$ cat src/rtl/serial_bit_tx_if.sv
`default_nettype none
// ============================================================================
// Module   : serial_bit_tx_if
// Purpose  : Valid/ready word handshake between upstream logic and the
//            serial_bit_tx transmitter.
// Signals  : data  - word offered by upstream (DATA_W bits)
//            valid - upstream has a word on data
//            ready - transmitter can accept a word this cycle
// Modports : master - upstream side (drives data/valid)
//            slave  - transmitter side (drives ready)
// Revision : 1.0 - initial release
// ============================================================================
interface serial_bit_tx_if #(
  parameter int DATA_W = 8
);
  logic [DATA_W-1:0] data;
  logic              valid;
  logic              ready;

  modport master (output data, output valid, input ready);
  modport slave  (input data, input valid, output ready);
endinterface
`default_nettype wire

$ cat src/rtl/serial_bit_tx.sv
`default_nettype none
// ============================================================================
// Module   : serial_bit_tx
// Purpose  : Parallel-in, serial-out framed transmitter. Each accepted word
//            goes out as one start bit (0), DATA_W data bits LSB-first and
//            one stop bit (1), every bit held CLKS_PER_BIT clocks.
// Ports    : clk   - rising-edge clock
//            reset - synchronous active-low reset
//            bus   - slave side of the data/valid/ready handshake
//            q     - serial line, idles high
//            busy  - frame in progress
//            done  - one-cycle pulse when the stop bit completes
// Revision : 1.0 - initial release
// ============================================================================
module serial_bit_tx #(
  parameter int DATA_W       = 8,
  parameter int CLKS_PER_BIT = 4
) (
  input  logic              clk,
  input  logic              reset,
  serial_bit_tx_if.slave    bus,
  output logic              q,
  output logic              busy,
  output logic              done
);

  // Counter widths never drop below one bit so CLKS_PER_BIT=1 / DATA_W=1
  // still produce legal vectors.
  localparam int c_baud_w = (CLKS_PER_BIT > 1) ? $clog2(CLKS_PER_BIT) : 1;
  localparam int c_bit_w  = (DATA_W > 1) ? $clog2(DATA_W) : 1;
  localparam logic [c_baud_w-1:0] c_baud_last = c_baud_w'(CLKS_PER_BIT - 1);
  localparam logic [c_bit_w-1:0]  c_bit_last  = c_bit_w'(DATA_W - 1);

  typedef enum logic [1:0] {
    S_IDLE  = 2'd0,
    S_START = 2'd1,
    S_DATA  = 2'd2,
    S_STOP  = 2'd3
  } state_t;

  state_t              r_state,  w_state;
  logic [c_baud_w-1:0] r_baud,   w_baud;
  logic [c_bit_w-1:0]  r_bitcnt, w_bitcnt;
  logic [DATA_W-1:0]   r_shreg,  w_shreg;
  logic                r_q,      w_q;
  logic                r_ready,  w_ready;
  logic                r_busy,   w_busy;
  logic                r_done,   w_done;

  logic                w_bit_end;
  logic [DATA_W-1:0]   w_shifted;

  assign w_bit_end = (r_baud == c_baud_last);
  // The next data bit is taken from the shifted word so no index past
  // DATA_W-1 is ever formed, even for DATA_W=1.
  assign w_shifted = r_shreg >> 1;

  always_comb begin
    w_state  = r_state;
    w_baud   = r_baud;
    w_bitcnt = r_bitcnt;
    w_shreg  = r_shreg;
    w_q      = r_q;
    w_ready  = r_ready;
    w_busy   = r_busy;
    w_done   = 1'b0;

    case (r_state)
      S_IDLE: begin
        if (bus.valid && r_ready) begin
          w_state  = S_START;
          w_shreg  = bus.data;
          w_q      = 1'b0;
          w_ready  = 1'b0;
          w_busy   = 1'b1;
          w_baud   = '0;
          w_bitcnt = '0;
        end
      end

      S_START: begin
        if (w_bit_end) begin
          w_state = S_DATA;
          w_q     = r_shreg[0];
          w_baud  = '0;
        end else begin
          w_baud = r_baud + 1'b1;
        end
      end

      S_DATA: begin
        if (w_bit_end) begin
          w_baud = '0;
          if (r_bitcnt == c_bit_last) begin
            w_state  = S_STOP;
            w_q      = 1'b1;
            w_bitcnt = '0;
          end else begin
            w_shreg  = w_shifted;
            w_q      = w_shifted[0];
            w_bitcnt = r_bitcnt + 1'b1;
          end
        end else begin
          w_baud = r_baud + 1'b1;
        end
      end

      S_STOP: begin
        if (w_bit_end) begin
          // ready returns together with done so a back-to-back word can be
          // accepted in the done cycle.
          w_state = S_IDLE;
          w_baud  = '0;
          w_ready = 1'b1;
          w_busy  = 1'b0;
          w_done  = 1'b1;
        end else begin
          w_baud = r_baud + 1'b1;
        end
      end

      default: begin
        w_state = S_IDLE;
      end
    endcase
  end

  always_ff @(posedge clk) begin
    if (!reset) begin
      r_state  <= S_IDLE;
      r_baud   <= '0;
      r_bitcnt <= '0;
      r_shreg  <= '0;
      r_q      <= 1'b1;
      r_ready  <= 1'b1;
      r_busy   <= 1'b0;
      r_done   <= 1'b0;
    end else begin
      r_state  <= w_state;
      r_baud   <= w_baud;
      r_bitcnt <= w_bitcnt;
      r_shreg  <= w_shreg;
      r_q      <= w_q;
      r_ready  <= w_ready;
      r_busy   <= w_busy;
      r_done   <= w_done;
    end
  end

  assign bus.ready = r_ready;
  assign q         = r_q;
  assign busy      = r_busy;
  assign done      = r_done;

endmodule
`default_nettype wire

$ cat src/flat_wrapper.sv
// flat-port wrapper written by rule: the top's interface ports become plain ports
module serial_bit_tx_flat 
#(
  parameter int DATA_W       = 8,
  parameter int CLKS_PER_BIT = 4
)
  (clk, reset, q, busy, done, bus_data, bus_valid, bus_ready);
  serial_bit_tx_if #(.DATA_W(DATA_W)) bus_i ();
  input  logic clk;
  input  logic reset;
  output logic q;
  output logic busy;
  output logic done;
  input wire logic [$bits(bus_i.data)-1:0] bus_data;
  input wire logic [$bits(bus_i.valid)-1:0] bus_valid;
  output wire logic [$bits(bus_i.ready)-1:0] bus_ready;
  assign bus_i.data = bus_data;
  assign bus_i.valid = bus_valid;
  assign bus_ready = bus_i.ready;
  serial_bit_tx #(.DATA_W(DATA_W), .CLKS_PER_BIT(CLKS_PER_BIT)) u_core (.clk(clk), .reset(reset), .bus(bus_i), .q(q), .busy(busy), .done(done));
endmodule
$ cat config.mk
export PLATFORM = sky130hd
export DESIGN_NAME = serial_bit_tx_flat
export DESIGN_NICKNAME = d
export VERILOG_FILES = /design/src/rtl/serial_bit_tx_if.sv /design/src/rtl/serial_bit_tx.sv /design/src/flat_wrapper.sv
export SDC_FILE = /design/constraint.sdc
export NUM_CORES = 1
export LEC_CHECK = 0
export ABC_AREA = 1
export BUFFER_PORTS_ARGS = -buffer_cell sky130_fd_sc_hd__buf_4
export CORE_MARGIN = 2
export CORE_UTILIZATION = 35
export CTS_CLUSTER_DIAMETER = 40
export CTS_CLUSTER_SIZE = 8
export DETAILED_ROUTE_END_ITERATION = 16
export GPL_ROUTABILITY_DRIVEN = 0
export SLEW_MARGIN = 20
export SYNTH_ARGS = -nofsm -noshare
export SYNTH_HDL_FRONTEND = slang
export SYNTH_SLANG_ARGS = --single-unit
$ cat constraint.sdc
create_clock -name clk -period 1.8 [get_ports clk]
set_clock_uncertainty 0.15 [all_clocks]
set_input_delay 0.54 -clock clk [delete_from_list [all_inputs] [get_ports clk]]
set_output_delay 0.54 -clock clk [all_outputs]
set_load 0.01 [all_outputs]
-- Word level (Yosys, flattened, before mapping)
Cells that the tools add are included.
W data, S select, Z words.
- reduce and logical (&&, ||, !) cells: 12
- multiplexer cells: 28
- add/subtract/negate cells: 2
- equality and inequality tests: 11
- operator list (cell ; number):
    $mux W8 ; 3
    $pmux W8 S2 ; 1
    $mux W2 ; 7
    $ne A2 B1 Y1 const B ; 5
    $mux W3 ; 3
    $mux W1 ; 8
    $pmux W2 S4 ; 1
    $reduce_and A4 Y1 ; 2
    $eq A2 B2 Y1 const B ; 3
    $pmux W3 S2 ; 1
    $reduce_and A3 Y1 ; 2
    $reduce_and A5 Y1 ; 1
    $pmux W1 S2 ; 2
    $pmux W2 S2 ; 1
    $reduce_bool A2 Y1 ; 2
    $add A3 B1 Y3 const B ; 1
    $eq A3 B3 Y1 const B ; 1
    $pmux W1 S3 ; 1
    $reduce_bool A3 Y1 ; 1
    $reduce_or A3 Y1 ; 1
    $add A2 B1 Y2 const B ; 1
    $eq A2 B1 Y1 const B ; 1
    $logic_not A2 Y1 ; 1
    $ne A2 B2 Y1 const B ; 1
    other kinds (2) ; 2
- input port bits: 11
- word-level logic and storage cells: 61
- bits in registers: 19
- output and inout bits: 4

-- Depth between registers and ports, before layout
Gate-level depths: netlist (run 1).
- word-level depth: 4
- depth in mapped cells: 10
- depth with buffers taken out: 9

-- Worst setup path after synthesis (run 1)
OpenSTA, ideal clock, no wires.
- path kind: reg-to-reg
- start point: register u_core.r_state[0]
- end point: register u_core.r_shreg[5]
- library setup time: 113 ps
- data required time: 1537 ps
- data arrival time: 1355 ps
- stages on the path, launching flop included: 10
- period minus slack after synthesis: 1618 ps
- path buffers: 1
- setup slack: 182 ps
- cell sequence: dfxtp_1 > inv_1 > ha_1 > nand2_1 > nand2_2 > nor2_4 > buf_6 > nand2_1 > nand2_1 > nor2_1
- cells in the longest elaborated chain, start to end: 3
- elaborated cells between the ends (all ways): 8
- those cells by class: eq/ne (4); mux (1); reduce/logical (3)
- RTL lines (element ; line ; RTL):
    start: declaration ; serial_bit_tx.sv:41 ; state_t r_state, w_state;
    start signal: assignment ; serial_bit_tx.sv:139 ; r_state <= w_state;
    $eq A2 B2 Y1 or $logic_not A2 Y1 (tied branches) ; serial_bit_tx.sv:68 ; case (r_state)
    $ne A2 B2 Y1 (no source line), or another cell as far along ; - ;
    $reduce_and A4 Y1 (no source line) ; - ;
    end signal: assignment ; serial_bit_tx.sv:142 ; r_shreg <= w_shreg;
    end: declaration ; serial_bit_tx.sv:44 ; logic [DATA_W-1:0] r_shreg, w_shreg;
Parallel ways exist; a longest one is shown, timed or not.
A chain may end at the register's enable or synchronous reset.

-- Final worst setup path (run 1)
Same ends and word-level chain as after synthesis.

==> key figures, run 1 <==
Run status
  • Status: complete, no violations

Synth
  • Seq cells post-synth: 19
  • Mean Syn Cell Area: 6.975 um^2
  • Ys Warns: 0
  • Sequential area share after synthesis: 0.3685
  • Post-Syn Instances: 148
  • Post-Syn Area: 1032 um^2
  • Netlist cell types: 20
  • Syn Nets: 168

Floorplanning
  • Num ports: 15
  • Core footprint: 2781 um^2
  • Die Y: 58.31 um
  • Site Rows: 19
  • Die width: 58.31 um
  • Initial Util: 0.3711
  • Die Area: 3399 um^2

GRT
  • First-pass GRT wire length: 3691 um
  • Overall Global Routing Usage: 0.1417
  • Initial antenna violation count: 0
  • Largest net degree at the start of global routing: 14
  • Vias in the first global route: 896
  • GR Overflow Total: 0

Run
  • Max Cap Viol: 0

Clock network
  • CTS buffer count: 3
  • CTS H-tree depth: 1
  • CTS max path bufs: 2
  • CTS root buffer: clkbuf_4
  • CTS tree: done
  • Sink Count: 19
  • Later-pin clock latency in the skew report: 290 ps
  • Number of setup buffers added after CTS: 0
  • Hold_buf cts: 0
  • CTS clk-pin slew, worst paths: 100 ps
  • Number of gates resized after CTS: 0

Timing
  • # setup viols final: 0
  • Final hold slack: 323.6 ps
  • Final Cycle Share: 0.8992
  • RSZ-0062 raised after global routing: false
  • Relative slew slack: 0.8493
  • Final Hold Fails: 0
  • Max-slew violations: 0
  • Tmin final: 1619 ps
  • Worst Tran Pin Value: 226.0 ps
  • Setup_tns: 0 ps
  • FMAX: 0.6178 GHz

Min path
  • HP Start: u_core.r_bitcnt[1]
  • Min-delay worst type: register to register

Route
  • DRT Pass-1 Iters: 4
  • Initial DRC count: 32
  • Drt wl/cell: 10.80 um
  • Drt total wl: 2150 um
  • Via/cell ratio: 4.844
  • Post-detailed-route DRC marker count: 0
  • ANT nets after route: 0
  • Routed vias: 964

Cells and area
  • Area grow syn2layout: 19.51%
  • Nets: 189
  • Share of cells above drive strength 1: 0.1905
  • Antenna diodes: 0

Critical path
  • FF-to-FF Start: u_core.r_state[0]
  • Crit. End Element: register
  • CP Max Fanout: 7
  • Setup CP Type: register to register
  • Startpoint types: register
  • WP data required: 1850 ps
  • WP data arrival: 1670 ps
  • Crit path launch: u_core.r_state[0]

Placed design
  • Post-DP HPWL: 1657 um
  • Buffers added on ports: 14

Power
  • LEAKAGE: 0.0006070 uW
  • Power consumption: 1824 uW
  • Power density over the cells: 1479 nW/um^2
  • Max IR drop VDD: 807.8 uV
## critical path: stages (launching register included)
cell and delay [ps]:
dfxtp_2 360, inv_1 110, ha_1 290, inv_2 60, nand2_2 110, nand2_2 110
nor2_4 170, nand2_1 70, nand2_1 60, nor2_1 30
## sequential cells by signal, indices dropped and copies added (netlist names)
signal and cells:
u_core.busy 1, u_core.q 1, u_core.r_baud 2, u_core.r_bitcnt 3, u_core.done 1, u_core.r_shreg 8, u_core.r_state 2, u_core.bus.ready 1
## cell families (layout without fill, tap and decap cells)
group	count (synthesis)	in the layout	synth area share
and+or+nand+nor	85	86	0.3467
DFF	19	19	0.3685
adders and majority gates	9	9	0.1091
buffers and inverters	17	36	0.07029
AOI/OAI and AO/OA	18	18	0.1055
## routing by layer
| metal | part of all wire | wire [um] | track usage |
|---|---|---|---|
| met1 | 0.45 | 974 | 0.1612 |
| met2 | 0.47 | 1009 | 0.2424 |
| met3 | 0.058 | 125 | 0.05495 |
| met4 | 0.019 | 40 | 0.04651 |
| met5 | 0 | 0 | 0 |
## cell usage after synthesis
master / number / area, um^2
ha_1: 9 / 112.6
nand3_1: 11 / 55.05
a21boi_0: 6 / 45.04
a21oi_1: 6 / 30.03
buf_2: 1 / 5.000
nand2_2: 3 / 18.77
nor2_1: 26 / 97.59
nand4_1: 2 / 12.51
o21ai_0: 4 / 20.02
a31oi_1: 1 / 6.260
buf_6: 1 / 11.26
o211ai_1: 1 / 7.510
or2_2: 1 / 6.260
nor2_4: 1 / 11.26
clkbuf_1: 1 / 3.750
and2_1: 1 / 6.260
nand2_1: 40 / 150.1
inv_2: 2 / 7.510
inv_1: 12 / 45.04
dfxtp_1: 19 / 380.4
## through the flow
| step | cell area (um^2) | setup WS, ps | utilization | std cells |
|---|---|---|---|---|
| after floorplan | 1032 | 182.4 | - | 148 |
| after global placement | 1186 | 121.5 | 0.4265 | 194 |
| after detailed placement | 1186 | 48.81 | 0.4265 | 194 |
| after CTS | 1212 | 18.05 | 0.4359 | 198 |
| after global routing | 1234 | 19.80 | 0.4435 | 199 |
| final | 1234 | 181.4 | 0.4435 | 199 |
## placed cells by master, fill, tap and decap left out, types with 2 or more instances in the layout
cell type | Yosys | layout
nand2_2 | 3 | 3
a21boi_0 | 6 | 6
nor2_1 | 26 | 26
buf_4 | 0 | 18
inv_1 | 12 | 12
nor2_4 | 1 | 2
o21ai_0 | 4 | 4
nand4_1 | 2 | 2
nand2_1 | 40 | 39
dfxtp_2 | 0 | 2
a21oi_1 | 6 | 6
dfxtp_1 | 19 | 17
nand3_1 | 11 | 11
inv_2 | 2 | 2
clkbuf_4 | 0 | 3
ha_1 | 9 | 9
## power by group
part           internal, uW  total, uW  switching [uW]
combinational           379        968             589
sequential              561        646            84.9
clock                  86.2        210             124
total                  1030       1820             797
## cell type report
type | count | area (um^2)
fillers | 295 | 1548
flip-flops and latches | 19 | 382.9
repair buffers | 18 | 135.1
multi-input cells | 113 | 598.1
clock buffers | 4 | 26.28
well taps | 31 | 38.79
inverters | 14 | 52.55
## path summary, 6_finish.rpt
check / slack (ps) / endpoint / cells past startpoint
hold / removal: 320 / u_core.r_bitcnt[1] / 2
setup reg to reg: 180 / u_core.r_shreg[5] / 9
setup / recovery: 180 / u_core.r_shreg[5] / 9
hold reg to reg: 320 / u_core.r_bitcnt[1] / 2
(Power assumes the default switching activity.)
==> run 2: changes to the inputs <==
BUFFER_PORTS_ARGS = -buffer_cell sky130_fd_sc_hd__buf_2   (was -buffer_cell sky130_fd_sc_hd__buf_4)
==> run 2 against run 1 <==
- die area unchanged
- first-iteration DRC count down 53%
- wire length up 5.2%
- critical path depth unchanged
- design area down 2.4%
- critical endpoint is now u_core.r_shreg[4]
- highest routed layer unchanged
==> key figures, run 2 (same netlist as run 1, synthesis figures left out) <==
Run status
  • Status: complete, no violations

Timing
  • Final Hold Fails: 0
  • # setup viols final: 0
  • Relative slew slack: 0.8568
  • Worst Tran Pin Value: 214.0 ps
  • Max-slew violations: 0
  • FMAX: 0.6012 GHz
  • Setup_tns: 0 ps
  • Final hold slack: 330.3 ps
  • Tmin final: 1663 ps
  • Final Cycle Share: 0.9242

Critical path
  • WP data required: 1870 ps
  • R2r setup slk: 140 ps
  • Crit path launch: u_core.r_state[0]
  • Peak per-stage delay on the critical path: 360 ps
  • CP Max Fanout: 8
  • CP top delay family: simple AND/OR/NAND/NOR gates
  • CP bufs+invs: 2
  • Setup CP Type: register to register
  • Crit-path cells: inv_1 > ha_2 > inv_2 > nand2_2 > nand2_2 > nor2_4 > nand2_1 > nand2_1 > nor2_1
  • Crit path max-delay cell type: dfxtp_2
  • WP data arrival: 1740 ps
  • Crit. End Element: register
  • FF-to-FF Start: u_core.r_state[0]
  • Startpoint types: register

Route
  • Initial DRC count: 15
  • ANT nets after route: 0
  • Drt wl/cell: 11.31 um
  • Routed vias: 972
  • DRT Pass-1 Iters: 4
  • Via/cell ratio: 4.860
  • Drt total wl: 2261 um
  • Post-detailed-route DRC marker count: 0

Clock network
  • Sink Count: 19
  • CTS buffer count: 3
  • CTS H-tree depth: 1
  • CTS max path bufs: 2
  • CTS tree: done
  • CTS root buffer: clkbuf_4
  • Later-pin clock latency in the skew report: 310 ps
  • CTS clk-pin slew, worst paths: 120 ps
  • Number of setup buffers added after CTS: 0

GRT
  • Vias in the first global route: 967
  • First-pass GRT wire length: 3967 um
  • Initial antenna violation count: 0
  • Overall Global Routing Usage: 0.1504
  • Largest net degree at the start of global routing: 12
  • GR Overflow Total: 0

Min path
  • Min-delay worst type: register to register
  • HP Start: u_core.bus.ready

Cells and area
  • Largest register FFs: 8
  • Most flops, register: u_core.r_shreg
  • Fin cells: 200
  • Largest regs: u_core.r_shreg (8), u_core.r_bitcnt (3)
  • Antenna diodes: 0
  • Area grow syn2layout: 16.61%
  • Nets: 190
  • Util after Layout: 0.4327
  • Most common cell after layout, fill and taps aside: nand2_1
  • Share of cells above drive strength 1: 0.2012
  • Post-route cell area: 1204 um^2
  • Most frequent cells in the layout: nand2_1, nor2_1, dfxtp_1

Run
  • Max Cap Viol: 0

Floorplanning
  • Core footprint: 2781 um^2
  • Site Rows: 19
  • Initial Util: 0.3711
  • Die width: 58.31 um
  • Die Area: 3399 um^2
  • Num ports: 15
  • Die Y: 58.31 um

Placed design
  • Placed cell areas: 1159 um^2
  • Post-DP HPWL: 1729 um
  • Buffers added on ports: 14
  • Placed Cells incl. Taps: 195

Power
  • LEAKAGE: 0.0005991 uW
  • Power density over the cells: 1506 nW/um^2
  • Max IR drop VDD: 759.0 uV
-- run 2: changes by cell type in the layout (fill, tap and decap cells not counted), sizes merged --
cell | previous run | this run
buf | 18 | 19
clkbuf | 4 | 3
clkinv | 0 | 1
-- run 2: routing by layer --
layer  share of wire  track usage
met5               0            0
met4           0.015      0.05648
met3           0.045      0.04835
met2            0.49       0.2648
met1            0.45       0.1680
-- run 2: power breakdown --
group / internal (uW) / switching [uW] / leakage [uW]
Sequential: 559 / 87.4 / 0.000157
Clock: 83.1 / 140 / 0.0000177
Combinational: 355 / 588 / 0.000425
-- run 2: path summary, 6_finish.rpt --
path,endpoint,depth (start not counted)
worst max-delay path,u_core.r_shreg[4],9
worst min-delay path,u_core.bus.ready,2
worst min register to register,u_core.bus.ready,2
worst max register to register,u_core.r_shreg[4],9
-- run 2: worst min-delay path: stages (launching register included) --
cell	delay, ps
dfxtp_1	340
nand2_1	60
nand2_1	50
-- run 2: repair_timing --
item / 4_1_cts / 5_1_grt
endpoints found under the setup margin: 5 / 14
endpoints found under the hold margin: 0 / 0
pin swaps: 1 / 1
hold buffers: 0 / 0
cloned: 1 / 0
gates resized for setup: 0 / 4
-- run 2: stage by stage --
step,setup slack [ps],total power (uW)
floorplan,182.4,1331
global placement,93.22,1519
detailed placement,-12.96,1546
CTS,37.30,1796
global route,-10.50,2002
finish,136.5,1813
-- run 2: layout make-up --
class                   instances  area [um^2]
inverters                      14        52.55
clock inverters                 1        5.005
well taps                      31        38.79
clock buffers                   3        22.52
repair buffers                 19        107.6
fillers                       293         1578
multi-input cells             113        595.6
flip-flops and latches         19        381.6
